[src/rtl/mlp_pkg.sv]
// mlp_pkg: definitions shared between the MLP input buffer and the MLP core.
//   bank_state_t   : occupancy state of one input-vector bank
//   MLP_DATA_WIDTH : width of one feature word
//   MLP_NUM_INPUTS : feature words per input vector
package mlp_pkg;

    localparam int unsigned MLP_DATA_WIDTH = 32;
    localparam int unsigned MLP_NUM_INPUTS = 16;

    typedef enum logic [1:0] {
        EMPTY   = 2'd0,
        FILLING = 2'd1,
        FULL    = 2'd2
    } bank_state_t;

endpackage

[src/rtl/mlp_vec_bank.sv]
// mlp_vec_bank: one bank of the input ping-pong buffer.
//   clk    : clock
//   we_i   : write enable for the word at idx_i
//   idx_i  : word index being written
//   data_i : feature word to store
//   data_o : all NUM_INPUTS words, word k at [k*DATA_WIDTH +: DATA_WIDTH]
// Storage is not reset: contents only matter once the owning FSM marks the bank FULL.
module mlp_vec_bank
    import mlp_pkg::*;
#(
    parameter int unsigned DATA_WIDTH = MLP_DATA_WIDTH,
    parameter int unsigned NUM_INPUTS = MLP_NUM_INPUTS,
    parameter int unsigned IDX_W      = $clog2(NUM_INPUTS)
) (
    input  logic                             clk,
    input  logic                             we_i,
    input  logic [IDX_W-1:0]                 idx_i,
    input  logic [DATA_WIDTH-1:0]            data_i,
    output logic [NUM_INPUTS*DATA_WIDTH-1:0] data_o
);

    logic [DATA_WIDTH-1:0] mem_q [NUM_INPUTS];

    always_ff @(posedge clk) begin
        if (we_i) begin
            mem_q[idx_i] <= data_i;
        end
    end

    for (genvar k = 0; k < NUM_INPUTS; k++) begin : g_flat
        assign data_o[k*DATA_WIDTH +: DATA_WIDTH] = mem_q[k];
    end

endmodule

[src/rtl/mlp_input_buffer.sv]
// mlp_input_buffer: ping-pong packer of streamed feature words into MLP input vectors.
//   clk, reset        : clock, asynchronous active-high reset
//   in_data_i/valid_i : feature word stream; in_last_i marks the final word of a vector
//   in_ready_o        : a word can be accepted this cycle
//   vec_data_o        : packed vector from the presented bank (word k at k*DATA_WIDTH)
//   vec_valid_o       : presented bank is FULL; vec_valid_o & vec_ready_i is the MLP new_data
//   frame_err_o       : one-cycle pulse after a short or long frame was discarded
//   err_count_o       : saturating count of discarded frames
//   vecs_held_o       : number of FULL banks
module mlp_input_buffer
    import mlp_pkg::*;
#(
    parameter int unsigned DATA_WIDTH = MLP_DATA_WIDTH,
    parameter int unsigned NUM_INPUTS = MLP_NUM_INPUTS,
    parameter int unsigned IDX_W      = $clog2(NUM_INPUTS)
) (
    input  logic                             clk,
    input  logic                             reset,
    input  logic [DATA_WIDTH-1:0]            in_data_i,
    input  logic                             in_valid_i,
    input  logic                             in_last_i,
    output logic                             in_ready_o,
    output logic [NUM_INPUTS*DATA_WIDTH-1:0] vec_data_o,
    output logic                             vec_valid_o,
    input  logic                             vec_ready_i,
    output logic                             frame_err_o,
    output logic [7:0]                       err_count_o,
    output logic [1:0]                       vecs_held_o
);

    localparam logic [IDX_W-1:0] LastIdx = IDX_W'(NUM_INPUTS - 1);

    bank_state_t      bank_q [2];
    logic             wr_sel_q;
    logic             rd_sel_q;
    logic [IDX_W-1:0] wr_idx_q;
    logic             frame_err_q;
    logic [7:0]       err_count_q;

    logic [NUM_INPUTS*DATA_WIDTH-1:0] bank0_data;
    logic [NUM_INPUTS*DATA_WIDTH-1:0] bank1_data;

    logic accept;
    logic at_last;
    logic good_close;
    logic bad_close;
    logic release_vec;
    logic bank0_full;
    logic bank1_full;

    assign bank0_full  = (bank_q[0] == FULL);
    assign bank1_full  = (bank_q[1] == FULL);

    assign in_ready_o  = wr_sel_q ? !bank1_full : !bank0_full;
    assign vec_valid_o = rd_sel_q ? bank1_full : bank0_full;
    assign vec_data_o  = rd_sel_q ? bank1_data : bank0_data;
    assign vecs_held_o = {1'b0, bank0_full} + {1'b0, bank1_full};
    assign frame_err_o = frame_err_q;
    assign err_count_o = err_count_q;

    assign accept      = in_valid_i & in_ready_o;
    assign at_last     = (wr_idx_q == LastIdx);
    assign good_close  = accept & at_last & in_last_i;
    // Short frame (last too early) or long frame (no last at the final slot).
    assign bad_close   = accept & (at_last ^ in_last_i);
    assign release_vec = vec_valid_o & vec_ready_i;

    // The written bank is never FULL and the released bank always is, so the
    // write and release updates below never target the same bank.
    always_ff @(posedge clk or posedge reset) begin
        if (reset) begin
            bank_q[0]   <= EMPTY;
            bank_q[1]   <= EMPTY;
            wr_sel_q    <= 1'b0;
            rd_sel_q    <= 1'b0;
            wr_idx_q    <= '0;
            frame_err_q <= 1'b0;
            err_count_q <= 8'd0;
        end else begin
            frame_err_q <= bad_close;
            if (bad_close && (err_count_q != 8'hFF)) begin
                err_count_q <= err_count_q + 8'd1;
            end

            if (accept) begin
                if (good_close) begin
                    bank_q[wr_sel_q] <= FULL;
                    wr_idx_q         <= '0;
                    wr_sel_q         <= ~wr_sel_q;
                end else if (bad_close) begin
                    bank_q[wr_sel_q] <= EMPTY;
                    wr_idx_q         <= '0;
                end else begin
                    bank_q[wr_sel_q] <= FILLING;
                    wr_idx_q         <= wr_idx_q + 1'b1;
                end
            end

            if (release_vec) begin
                bank_q[rd_sel_q] <= EMPTY;
                rd_sel_q         <= ~rd_sel_q;
            end
        end
    end

    mlp_vec_bank #(
        .DATA_WIDTH (DATA_WIDTH),
        .NUM_INPUTS (NUM_INPUTS),
        .IDX_W      (IDX_W)
    ) u_bank0 (
        .clk    (clk),
        .we_i   (accept & ~wr_sel_q),
        .idx_i  (wr_idx_q),
        .data_i (in_data_i),
        .data_o (bank0_data)
    );

    mlp_vec_bank #(
        .DATA_WIDTH (DATA_WIDTH),
        .NUM_INPUTS (NUM_INPUTS),
        .IDX_W      (IDX_W)
    ) u_bank1 (
        .clk    (clk),
        .we_i   (accept & wr_sel_q),
        .idx_i  (wr_idx_q),
        .data_i (in_data_i),
        .data_o (bank1_data)
    );

endmodule

[config.mk]
export PLATFORM = sky130hd
export DESIGN_NAME = mlp_input_buffer
export DESIGN_NICKNAME = d
export VERILOG_FILES = /design/src/rtl/mlp_pkg.sv /design/src/rtl/mlp_vec_bank.sv /design/src/rtl/mlp_input_buffer.sv
export SDC_FILE = /design/constraint.sdc
export NUM_CORES = 1
export LEC_CHECK = 0
export ABC_CLOCK_PERIOD_IN_PS = 7700
export BUFFER_PORTS_ARGS = -buffer_cell sky130_fd_sc_hd__buf_2
export CELL_PAD_IN_SITES_DETAIL_PLACEMENT = 0
export CELL_PAD_IN_SITES_GLOBAL_PLACEMENT = 1
export CORE_MARGIN = 2
export CORE_UTILIZATION = 32
export DETAILED_ROUTE_END_ITERATION = 12
export PLACE_DENSITY = 0.61
export SLEW_MARGIN = 20
export SYNTH_ARGS = -nofsm -noshare
export SYNTH_HDL_FRONTEND = slang
export SYNTH_SLANG_ARGS = --single-unit
export TNS_END_PERCENT = 10
[constraint.sdc]
create_clock -name clk -period 7.7 [get_ports clk]
set_input_delay 1.155 -clock clk [delete_from_list [all_inputs] [get_ports clk]]
set_output_delay 1.155 -clock clk [all_outputs]
set_load 0.005 [all_outputs]
### Word level (Yosys, flattened, before mapping)

Memories as Yosys holds them, arrays and structs flattened.
Cells that the tools add are included.

* word-level logic and storage cells: 65
* register bits after elaboration: 19
* memories: 2
* bits of input ports: 37
* memory bits (writable): 1024

Memory list
* u_bank0.mem_q: depth 16, width 32, read ports 16, clocked after memory_dff 0, wr ports 1, line mlp_vec_bank.sv:22 `logic [DATA_WIDTH-1:0] mem_q [NUM_INPUTS];`
* u_bank1.mem_q: depth 16, width 32, read ports 16, clocked after memory_dff 0, wr ports 1, line mlp_vec_bank.sv:22

* equal/unequal tests: 4
* add/sub/neg operators: 3
* muxes and demuxes: 17
* bitwise operators: 22
* $lt $le $gt $ge: 4
* reductions and logical operators: 6

Operators with widths (number)
* $mux W512: 1
* $mux W4: 6
* $add A8 B1 Y8 const B: 1
* $and A4 B4 Y4: 2
* $ne A8 B8 Y1 const B: 1
* $not A4 Y4: 2
* $and A1 B1 Y1: 7
* $mux W1: 6
* $add A4 B1 Y4 const B: 1
* $and A2 B2 Y2: 2
* $demux W2 S1: 2
* $eq A2 B2 Y1 const B: 2
* $eq A4 B4 Y1 const B: 1
* $ge A2 B2 Y1 const B: 2
* $lt A2 B1 Y1 const B: 2
* $mux W2: 2
* $not A1 Y2: 2
* $not A2 Y2: 2
* $or A2 B2 Y2: 2
* $logic_and A1 B1 Y1: 3
* $add A1 B1 Y2: 1
* $logic_not A1 Y1: 2
* $not A1 Y1: 2
* $reduce_and A2 Y1: 1
* $xor A1 B1 Y1: 1

### Depth between registers and ports, before layout

Gate-level depths: netlist of run 1.

* word-level depth: 12
* mapped depth: 7
* mapped depth without buffers: 6

### By module

Synthesis of run 1 repeated with hierarchy kept, for this count alone.

* cell total of the unflattened synthesis: 1735
* area total of the unflattened synthesis: 38064.0 sq um

Modules (own cells, without submodules)
* mlp_vec_bank (u_bank0): sequential area each 15374.7 sq um, cells each 538, area each 15533.6 sq um, instances 1
* mlp_vec_bank (u_bank1): sequential area each 15374.7 sq um, cells each 539, area each 15528.6 sq um, instances 1
* mlp_input_buffer: sequential area each 475.5 sq um, cells each 658, area each 7001.7 sq um, instances 1

### Worst setup path after synthesis of run 1

No wires, ideal clock.

* path type: input -> register
* start point: input port in_valid_i
* end point: memory u_bank0.mem_q[0][0] in the netlist's numbering, enable pin
* required time: 7.239 ns
* path slack: 3.484 ns
* arrival time: 3.755 ns
* cell stages on the path: 3
* cells stage by stage: nor3b_2 -> nand2_1 -> nor3_1

* cells in the longest elaborated chain, start to end: 4

Ends and longest elaborated chain
* start, declared: line mlp_input_buffer.sv:20 `input logic in_valid_i,`
* $and A1 B1 Y1: line mlp_input_buffer.sv:61 `assign accept = in_valid_i & in_ready_o;`
* $and A1 B1 Y1: line mlp_input_buffer.sv:112 `.we_i (accept & ~wr_sel_q),`
* $mux W1: line mlp_vec_bank.sv:25 `if (we_i) begin`
* $mux W1 (implied by the code): line mlp_vec_bank.sv:26 `mem_q[idx_i] <= data_i;`
* end, declared: line mlp_vec_bank.sv:22

No other way between the ends.

### Worst setup path in the final report of run 1

* start point: register rd_sel_q
* end point: output port vec_data_o[406]

* cells in the longest elaborated chain, start to end: 1

Ends and longest elaborated chain
* start, declared: line mlp_input_buffer.sv:35 `logic rd_sel_q;`
* start signal, assigned: line mlp_input_buffer.sv:101 `rd_sel_q <= ~rd_sel_q;`
* $mux W512: line mlp_input_buffer.sv:56 `assign vec_data_o = rd_sel_q ? bank1_data : bank0_data;`
* end, declared: line mlp_input_buffer.sv:23 `output logic [NUM_INPUTS*DATA_WIDTH-1:0] vec_data_o,`

No other way between the ends.

==> summary.md, run 1 <==
| Metric | Value |
|---|---|
| Final worst-path setup slack | 3.30 ns |
| Run status | finished, final reports clean |
| Final core occ | 0.395 |
| Total CTS buffers | 110 |
| Pre-CTS WS | 3.83 ns |
| Ys flop type | edfxtp_1 |
| # resized after CTS | 0 |
| Total Wirelength | 112000 um |
| Vias in the first global route | 19321 |
| Hold path cells | 2 |
| Nets | 2428 |
| DRT antenna net count | 0 |
| Clk_skew | 0.0207 ns |
| Power Density | 260 nW/um^2 |
| Startpoint types | flop |
| Post-layout minimum cycle time | 4.40 ns |
| Compound-Gate Fraction of Synth Area | 0.00306 |
| Crit-path max FO | 148 |
| RSZ-0062 raised after global routing | no |
| CTS tree | built |
| FF+latch count, synth | 1043 |
| Routed vias/inst | 4.77 |
| Chip height | 349 um |
| Peak VDD IR | 0.173 mV |
| DR pass1 iterations | 4 |
| Layout area overhead | 22.4% |
| Area leader, netlist | edfxtp_1 |
| Initial antenna violation count | 11 |
| DR DRC count | 0 |
| Top-Level Pins | 562 |
| Ys Warns | 0 |
| Initial Util | 0.322 |
| Largest net degree at the start of global routing | 171 |
| Distinct cells, synth | 33 |
| Final Hold Fails | 0 |
| Fraction of registers with async set/reset | 0.0182 |
| Top achievable clock speed | 0.227 GHz |
| Post-synthesis simple-gate area fraction | 0.0116 |
| DIE AREA | 122000 sq um |
| Fin crit share | 0.571 |
| Core box area | 118000 sq um |
| Clk sink count | 1043 |
| CTS hold repair buffers | 0 |
| Reg2Reg Depth | 5 |
| First-pass GRT wire length | 151000 um |
| Post-synth EDFFs | 1024 |
| Final setup fails | 0 |
| Mux share of post-synthesis cell area | 0.152 |
| Share of cells above drive strength 1 | 0.525 |
| Syn Std Cell Area | 38000 sq um |
| DP Wirelength | 65100 um |
| Rows | 126 |
| Arrival time at the worst endpoint | 3.24 ns |
| Min-delay worst type | flop to flop |
| GP Congestion | 0.780 |
| Vias | 19178 |
| Fin Setup TNS | 0 ns |
| Die X | 349 um |
| Post-synthesis xor/xnor area fraction | 0.00184 |
| Post-CTS Setup Inserts | 0 |
| Share of the yosys chip area belonging to registers | 0.821 |
| Clk pin slew, worst setup/hold paths | 0.06 ns |
| Critical path class | flop to output pin |
| Leakage power | 16.2 nW |
| Syn Area/Cell | 21.9 sq um |
| GRT Util Overall | 0.180 |
| Max Root-Sink Buffers | 3 |
| GR Overflow Total | 0 |
| CP endpoint kind | output pin |
| Slew headroom | 0.242 |
| Drt first-iter violations | 1534 |
| Main combinational cell family by area after synthesis | multiplexers |
| Max Slew Vio Count | 0 |
| Clock H-tree levels | 3 |
| CP required | 6.55 ns |
| Max_cap viols | 0 |
| Wire per inst | 27.9 um |
| CTS Root Buffer Type | clkbuf_16 |
| I/O Buffers | 561 |
| Synth area leaders | edfxtp_1 81%, mux2_2 15%, dfrtp_1 1.3%, buf_2 0.70%, and3_1 0.28% |
| Gate Count Post-Synth | 1736 |
| Post-synth top area share | 0.809 |
| Least-Margin Pin Slew | 1.14 ns |
| Synth Area in Adders | 0.00197 |
| Worst-skew pair later-pin latency | 0.70 ns |
| Mapped Nets | 1779 |
## placed cells by master, fill, tap and decap left out, drive strengths merged, types with 7 or more instances in the layout
cell type	count
o21ai	7
inv	15
edfxtp	1024
mux2	513
buf	598
nor2	20
diode	11
bufinv	8
clkinv	39
clkbuf	141
and3	17
nand2	18
dfrtp	19
## power by group
part / switching (W) / internal, W
sequential: 0.0000438 / 0.00631
combinational: 0.000391 / 0.000213
clock: 0.00220 / 0.00293
## stage by stage
stage	std cells	area, sq um	hold WS (ns)	power (W)
4_1_cts	4005	46400	0.477	0.0122
6_report	4020	46500	0.477	0.0121
5_1_grt	4009	46500	0.503	0.0125
3_3_place_gp	3799	42800	0.454	0.00708
3_5_place_dp	3805	43000	0.464	0.00709
2_1_floorplan	1736	38000	0.437	0.00672
## per-layer routing
layer | up-vias | GRT usage | share of wire
met5 | - | 0 | 0.00019
met4 | 4 | 0.0512 | 0.023
met3 | 138 | 0.0447 | 0.073
met2 | 656 | 0.292 | 0.48
met1 | 10139 | 0.239 | 0.43
li1 | 8241 | - | -
## worst max-delay path, stage by stage (launching register included)
cell and delay (ns):
dfrtp_4 0.81, buf_12 0.33, buf_12 0.58, mux2_2 0.43, buf_2 0.13
## sequential cells by signal, summed over array words and instances, names as in the netlist
name	flops
rd_sel_q	1
u_bank1.mem_q	512
u_bank0.mem_q	512
err_count_o	8
frame_err_o	1
bank_q	4
wr_idx_q	4
wr_sel_q	1
## final timing paths
check / from / to / slack (ns)
max reg2reg: bank_q[3] / u_bank0.mem_q[6][20] / 4.90
min: bank_q[2] / bank_q[2] / 0.48
max in group asynchronous: reset / rd_sel_q / 6.51
min in group asynchronous: reset / err_count_o[5] / 0.61
max: rd_sel_q / vec_data_o[406] / 3.30
min reg2reg: bank_q[2] / bank_q[2] / 0.48
## Yosys cell counts, drive strengths merged (2+ instances only)
| cell | n |
|---|---|
| clkbuf | 7 |
| o22a | 2 |
| mux2 | 513 |
| nand3b | 2 |
| dfrtp | 19 |
| xnor2 | 6 |
| nor3 | 6 |
| buf | 54 |
| o21ai | 7 |
| nor2 | 20 |
| nand3 | 6 |
| nor2b | 3 |
| a31oi | 2 |
| edfxtp | 1024 |
| and3 | 17 |
| nand2 | 18 |
| nand2b | 3 |
| a21oi | 3 |
| ha | 6 |
| and4 | 2 |
| xor2 | 2 |
| nand4 | 3 |
| inv | 5 |
## cells by family (layout without fill, tap and decap cells)
kind of cell	count (synthesis)	count (layout)
buffers and inverters	66	803
adder cells (fa/ha/maj)	6	6
multiplexers	513	513
XOR/XNOR	8	8
AO/OA/AOI/OAI	17	17
AND/OR/NAND/NOR	83	83
other	0	11
flip-flops	1043	1043
## area by class of cell
cell class	count	area, sq um
fill	10668	71400
sequential	1043	31200
multi-input combinational	627	6620
timing repair buffer	598	3280
clock buffer	141	2900
tap	1536	1920
clock inverter	59	543
antenna	11	27.5
inverter	5	18.8
No activity file was read; power rests on OpenSTA's default activity.
==> inputs of run 2 (changes only) <==
--- a/config.mk
+++ b/config.mk
@@ -5,14 +5,15 @@
 export SDC_FILE = /design/constraint.sdc
 export NUM_CORES = 1
 export LEC_CHECK = 0
-export ABC_CLOCK_PERIOD_IN_PS = 7700
+export ABC_AREA = 1
+export ABC_CLOCK_PERIOD_IN_PS = 4500
 export BUFFER_PORTS_ARGS = -buffer_cell sky130_fd_sc_hd__buf_2
 export CELL_PAD_IN_SITES_DETAIL_PLACEMENT = 0
 export CELL_PAD_IN_SITES_GLOBAL_PLACEMENT = 1
 export CORE_MARGIN = 2
 export CORE_UTILIZATION = 32
 export DETAILED_ROUTE_END_ITERATION = 12
-export PLACE_DENSITY = 0.61
+export PLACE_DENSITY = 0.63
 export SLEW_MARGIN = 20
 export SYNTH_ARGS = -nofsm -noshare
 export SYNTH_HDL_FRONTEND = slang
==> constraint.sdc (replaced) <==
create_clock -name clk -period 4.5 [get_ports clk]
set_input_delay 0.675 -clock clk [delete_from_list [all_inputs] [get_ports clk]]
set_output_delay 0.675 -clock clk [all_outputs]
set_load 0.005 [all_outputs]
==> run 2 against run 1 <==
  * Final cell count up 29%
  * Via count increased by 22%
  * Final area grew 0.85%
==> summary.md, run 2 <==
| Metric | Value |
|---|---|
| Critical Path Most Common Cell | nand2_1 |
| Rows | 127 |
| # resized after CTS | 0 |
| CP endpoint kind | output pin |
| Synth top cells by count | 1581 x nand2_1, 1024 x edfxtp_1, 86 x buf_2, 44 x nor2_1, 27 x nand3_1 |
| Initial Util | 0.321 |
| Ys Warns | 0 |
| Fraction of registers with async set/reset | 0.0182 |
| CTS hold repair buffers | 0 |
| Crit-path max cell delay | 0.63 ns |
| Most common cell after layout, fill and taps aside | nand2_1 |
| RSZ-0062 raised after global routing | no |
| Share of the yosys chip area belonging to registers | 0.813 |
| Worst-skew pair later-pin latency | 0.69 ns |
| Arrival time at the worst endpoint | 2.77 ns |
| Clock H-tree levels | 3 |
| GRT Util Overall | 0.186 |
| Top achievable clock speed | 0.290 GHz |
| CP Cell Sequence | buf_12 -> buf_16 -> nand2_1 -> nand2_1 -> buf_2 |
| Synth area leaders | edfxtp_1 80%, nand2_1 15%, dfrtp_1 1.2%, buf_2 1.1%, nor2_1 0.43% |
| Routing usage on met1 | 0.248 |
| DP Wirelength | 66900 um |
| Startpoint types | flop |
| Final setup fails | 0 |
| Most frequent cells in the layout | 1581 x nand2_1, 1024 x edfxtp_1, 560 x buf_2 |
| Syn Area/Cell | 13.4 sq um |
| Leakage power | 18.6 nW |
| Fin Setup TNS | 0 ns |
| DR DRC count | 0 |
| DIE AREA | 123000 sq um |
| Peak VDD IR | 0.289 mV |
| Final Hold Fails | 0 |
| CP bufs+invs | 3 |
| CTS Root Buffer Type | clkbuf_16 |
| Post-synth EDFFs | 1024 |
| Post-layout minimum cycle time | 3.44 ns |
| Grt met3 use | 0.0469 |
| Nets | 3515 |
| Reg-to-reg endpoint | u_bank1.mem_q[8][20] |
| Slew headroom | 0.189 |
| Routed vias/inst | 4.51 |
| Reg area | 31200 sq um |
| Clk pin slew, worst setup/hold paths | 0.07 ns |
| Layout area overhead | 22.2% |
| GR Overflow Total | 0 |
| Vias in the first global route | 21764 |
| Distinct cells, synth | 23 |
| Vias | 23341 |
| Max_cap viols | 0 |
| Power Density | 560 nW/um^2 |
| Post-synth top area share | 0.801 |
| Clk sink count | 1043 |
| Reg2Reg Depth | 4 |
| Share of cells above drive strength 1 | 0.224 |
| Critical path class | flop to output pin |
| CTS tree | built |
| FF+latch count, synth | 1043 |
| GP Congestion | 0.755 |
| Max Slew Vio Count | 0 |
| DR pass1 iterations | 6 |
| Overall power | 0.0263 W |
| Busiest grt layer | met2 |
| Post-CTS Setup Inserts | 0 |
| Top-count cell post-synth | nand2_1 |
| Syn Std Cell Area | 38400 sq um |
| Die X | 350 um |
| DRT antenna net count | 0 |
| Ys flop type | edfxtp_1 |
| Crit-path max FO | 150 |
| Total Wirelength | 118000 um |
| First-pass GRT wire length | 161000 um |
| Slowest cell on the critical path | dfrtp_4 |
| Wire per inst | 22.7 um |
| Initial antenna violation count | 5 |
| Reg2reg start | bank_q[1] |
| Run status | finished, final reports clean |
| Total CTS buffers | 110 |
| Largest net degree at the start of global routing | 203 |
| Reg2Reg Setup Slack | 1.91 ns |
| Top-Level Pins | 562 |
| Gate Count Post-Synth | 2869 |
| Clk_skew | 0.0337 ns |
| Core box area | 119000 sq um |
| CP required | 3.83 ns |
| Mapped Nets | 2912 |
| CP top delay family | buffers and inverters |
| Area leader, netlist | edfxtp_1 |
| Area of the multi-input gates | 6800 sq um |
| # fillers | 11438 |
| Grt met2 use | 0.297 |
| Least-Margin Pin Slew | 1.22 ns |
| Drt first-iter violations | 1916 |
| I/O Buffers | 561 |
| Chip height | 350 um |
| Fin crit share | 0.765 |
| Max Root-Sink Buffers | 3 |
| Min-delay worst type | input port to asynchronous set/reset pin |
| Worst Setup SP | rd_sel_q |
==> run 2: changes by cell type after synthesis, sizes merged, moves of 4 or more <==
cell,delta
nand2,+1566
nor2,+26
clkbuf,+20
mux2,-513
nand3,+26
nor3,-6
buf,+37
a21oi,+5
xnor2,-4
and3,-17
inv,+15
==> run 2: final cells by class <==
type                    count  share of cell area
flip-flops and latches   1043               0.665
inverters                  20             0.00176
multi-input cells        1688               0.145
well taps                1612              0.0430
diodes                      7            0.000373
repair buffers            609              0.0710
clock inverters            55              0.0106
clock buffers             147              0.0632
==> run 2: how the worst max path moves through the flow <==
| stage | slack [ns] | depth (start not counted) | to |
|---|---|---|---|
| 2_1_floorplan | 1.46 | 4 | u_bank1.mem_q[0][0] |
| 3_5_place_dp | 1.51 | 4 | u_bank1.mem_q[8][21] |
| 3_3_place_gp | 1.53 | 4 | u_bank1.mem_q[13][22] |
| 4_1_cts | 0.96 | 5 | vec_data_o[209] |
| 6_report | 1.06 | 5 | vec_data_o[191] |
| 5_1_grt | 0.85 | 5 | vec_data_o[191] |
==> run 2: stage by stage <==
| stage | util | hold slack, ns | cell area (sq um) | cells | worst slack [ns] |
|---|---|---|---|---|---|
| global route | 0.393 | 0.227 | 46900 | 5174 | 0.847 |
| detailed placement | 0.363 | 0.521 | 43300 | 4967 | 1.51 |
| floorplan | - | 0.493 | 38400 | 2869 | 1.46 |
| global placement | 0.363 | 0.521 | 43300 | 4967 | 1.53 |
| finish | 0.393 | 0.151 | 46900 | 5181 | 1.06 |
| CTS | 0.392 | 0.134 | 46800 | 5169 | 0.964 |
==> run 2: layer usage <==
metal | vias to the layer above | share of wire
met3 | 149 | 0.078
li1 | 10918 | -
met2 | 737 | 0.47
met5 | - | 0
met1 | 11537 | 0.43
met4 | 0 | 0.029
==> run 2: cell families (layout without fill, tap and decap cells) <==
family / count (synthesis) / count (layout) / share of synthesized area
AND/OR/NAND/NOR: 1665 / 1665 / 0.166
flip-flops: 1043 / 1043 / 0.813
buffers and inverters: 138 / 831 / 0.0163
AO/OA/AOI/OAI: 14 / 14 / 0.00186
adder cells (fa/ha/maj): 6 / 6 / 0.00195
XOR/XNOR: 3 / 3 / 0.000684
other: 0 / 7 / 0
==> run 2: worst register-to-register path, cell delays in order (launching register included) <==
cell and delay, ns:
dfrtp_1 0.40, nand2_1 0.14, nand3_2 0.35, buf_4 0.43, nor2_4 0.83
==> run 2: where the power goes <==
group	total (W)	switching [W]	leakage [nW]	internal (W)
clock network	0.00880	0.00372	1.68	0.00507
logic	0.00655	0.00446	7.48	0.00209
registers	0.0109	0.000104	9.47	0.0108
total	0.0263	0.00829	18.6	0.0180
==> inputs of run 3 (changes only) <==
--- a/config.mk
+++ b/config.mk
@@ -5,8 +5,8 @@
 export SDC_FILE = /design/constraint.sdc
 export NUM_CORES = 1
 export LEC_CHECK = 0
-export ABC_AREA = 1
-export ABC_CLOCK_PERIOD_IN_PS = 4500
+export ABC_AREA = 0
+export ABC_CLOCK_PERIOD_IN_PS = 2950
 export BUFFER_PORTS_ARGS = -buffer_cell sky130_fd_sc_hd__buf_2
 export CELL_PAD_IN_SITES_DETAIL_PLACEMENT = 0
 export CELL_PAD_IN_SITES_GLOBAL_PLACEMENT = 1
==> constraint.sdc (replaced) <==
create_clock -name clk -period 2.95 [get_ports clk]
set_input_delay 0.4425 -clock clk [delete_from_list [all_inputs] [get_ports clk]]
set_output_delay 0.4425 -clock clk [all_outputs]
set_load 0.005 [all_outputs]
==> run 3 against run 2 <==
  * Worst hold slack better by 0.057 ns
  * Final area up 0.10%
  * Count of clock-buffer cells in the layout down 10
  * Clock power up 50%
  * Combinational power down 75%
  * Setup slack worse by 0.95 ns
  * Total power up 20%
  * Highest routed layer is now met5
  * Critical path depth down 1
  * Global-route usage down 0.47 points
  * Via count down 17%
  * First-iteration DRC count down 15%
==> summary.md, run 3 (synthesis results as in run 1) <==
| Metric | Value |
|---|---|
| Leakage power | 16.4 nW |
| Most frequent cells in the layout | 1024 x edfxtp_1, 560 x buf_2, 513 x mux2_2 |
| Final Instance Area | 47000 sq um |
| Power Density | 669 nW/um^2 |
| Layout area overhead | 23.6% |
| CP Cell Sequence | buf_4 -> buf_12 -> mux2_2 -> buf_2 |
| Top achievable clock speed | 0.352 GHz |
| Vias | 19453 |
| Cells after DPL | 3846 |
| Clk sink count | 1043 |
| I/O Buffers | 561 |
| Startpoint types | flop |
| Reg2Reg Setup Slack | 0.52 ns |
| Nets | 2468 |
| Crit-path max cell delay | 0.47 ns |
| Max Root-Sink Buffers | 3 |
| Routed vias/inst | 4.79 |
| GP Congestion | 0.786 |
| DRT antenna net count | 0 |
| Die X | 349 um |
| Largest net degree at the start of global routing | 102 |
| Drt first-iter violations | 1637 |
| Final worst-path setup slack | 0.106 ns |
| DR DRC count | 0 |
| Min-delay worst type | input port to flop |
| CP endpoint kind | output pin |
| GR Overflow Total | 0 |
| Clk_skew | 0.0238 ns |
| Least-Margin Pin Slew | 1.15 ns |
| DIE AREA | 122000 sq um |
| Max_cap viols | 0 |
| Critical path class | flop to output pin |
| Pre-CTS WS | 0.511 ns |
| CP required | 2.51 ns |
| Post-layout minimum cycle time | 2.84 ns |
| Core box area | 118000 sq um |
| Run status | finished, final reports clean |
| CP bufs+invs | 3 |
| Fin cells | 4063 |
| Post-CTS Setup Inserts | 0 |
| Top-Level Pins | 562 |
| Initial antenna violation count | 17 |
| Clk pin slew, worst setup/hold paths | 0.06 ns |
| Clock H-tree levels | 3 |
| CP top delay family | buffers and inverters |
| Slew headroom | 0.236 |
| Max Slew Vio Count | 0 |
| CTS Root Buffer Type | clkbuf_16 |
| Vias in the first global route | 19772 |
| Final Hold Fails | 0 |
| Share of cells above drive strength 1 | 0.534 |
| Most common cell after layout, fill and taps aside | edfxtp_1 |
| Reg area | 31200 sq um |
| Final setup fails | 0 |
| # fillers | 10590 |
| Rows | 126 |
| Worst-skew pair later-pin latency | 0.70 ns |
| Fin Setup TNS | 0 ns |
| Initial Util | 0.322 |
| Final core occ | 0.398 |
| RSZ-0062 raised after global routing | no |
| Total Wirelength | 113000 um |
| Peak VDD IR | 0.519 mV |
| First-pass GRT wire length | 153000 um |
| DP Wirelength | 70100 um |
| Chip height | 349 um |
| Wire per inst | 27.8 um |
| Crit-path max FO | 77 |
| Area of the multi-input gates | 6620 sq um |
| Fin crit share | 0.964 |
| Area after DPL | 43400 sq um |
| Arrival time at the worst endpoint | 2.40 ns |
| DR pass1 iterations | 5 |
| Total CTS buffers | 110 |
| CTS tree | built |
| Slowest cell on the critical path | dfrtp_4 |
| GRT Util Overall | 0.181 |
==> run 3: routing by layer <==
layer,GRT usage,wire length (um),vias to the layer above
met2,0.308,56100,724
met4,0.0460,2190,4
met3,0.0418,8610,135
met5,0,21,-
li1,-,-,8325
met1,0.233,46100,10265
==> run 3: power by group <==
part           switching (W)  total (W)  internal (W)
clock                0.00573     0.0132       0.00750
sequential          0.000105     0.0166        0.0165
combinational        0.00105    0.00164      0.000587
==> run 3: final timing paths <==
kind / start / to / depth (start not counted)
max: rd_sel_q / vec_data_o[325] / 4
min: in_valid_i / bank_q[0] / 3
max reg2reg: bank_q[3] / u_bank0.mem_q[0][7] / 6
min reg2reg: bank_q[2] / bank_q[2] / 2
max in group asynchronous: reset / rd_sel_q / 3
min in group asynchronous: reset / err_count_o[1] / 3
==> run 3: metrics by stage <==
step	total power [W]	hold slack (ns)
final	0.0314	0.207
after global routing	0.0325	0.212
after CTS	0.0319	0.145
after detailed placement	0.0186	0.465
after global placement	0.0185	0.487
after floorplan	0.0175	0.394
==> run 3: cell type report <==
class	count	share of cell area
tap	1536	0.0409
clock inverter	68	0.0119
sequential	1043	0.665
inverter	5	0.000399
multi-input combinational	627	0.141
clock buffer	137	0.0623
timing repair buffer	638	0.0785
antenna	9	0.000479
==> run 3: timing repair <==
item	CTS	global route
endpoints found under the hold margin	22	0
hold buffers	3	0
endpoints found under the setup margin	12	0
resized for setup	1	0
==> run 3: worst register-to-register path, stage by stage (launching register included) <==
cell,delay (ns)
dfrtp_1,0.39
nand2b_1,0.22
inv_1,0.16
nor3b_2,0.36
nand2_1,0.41
nor3_4,0.31
buf_12,0.24
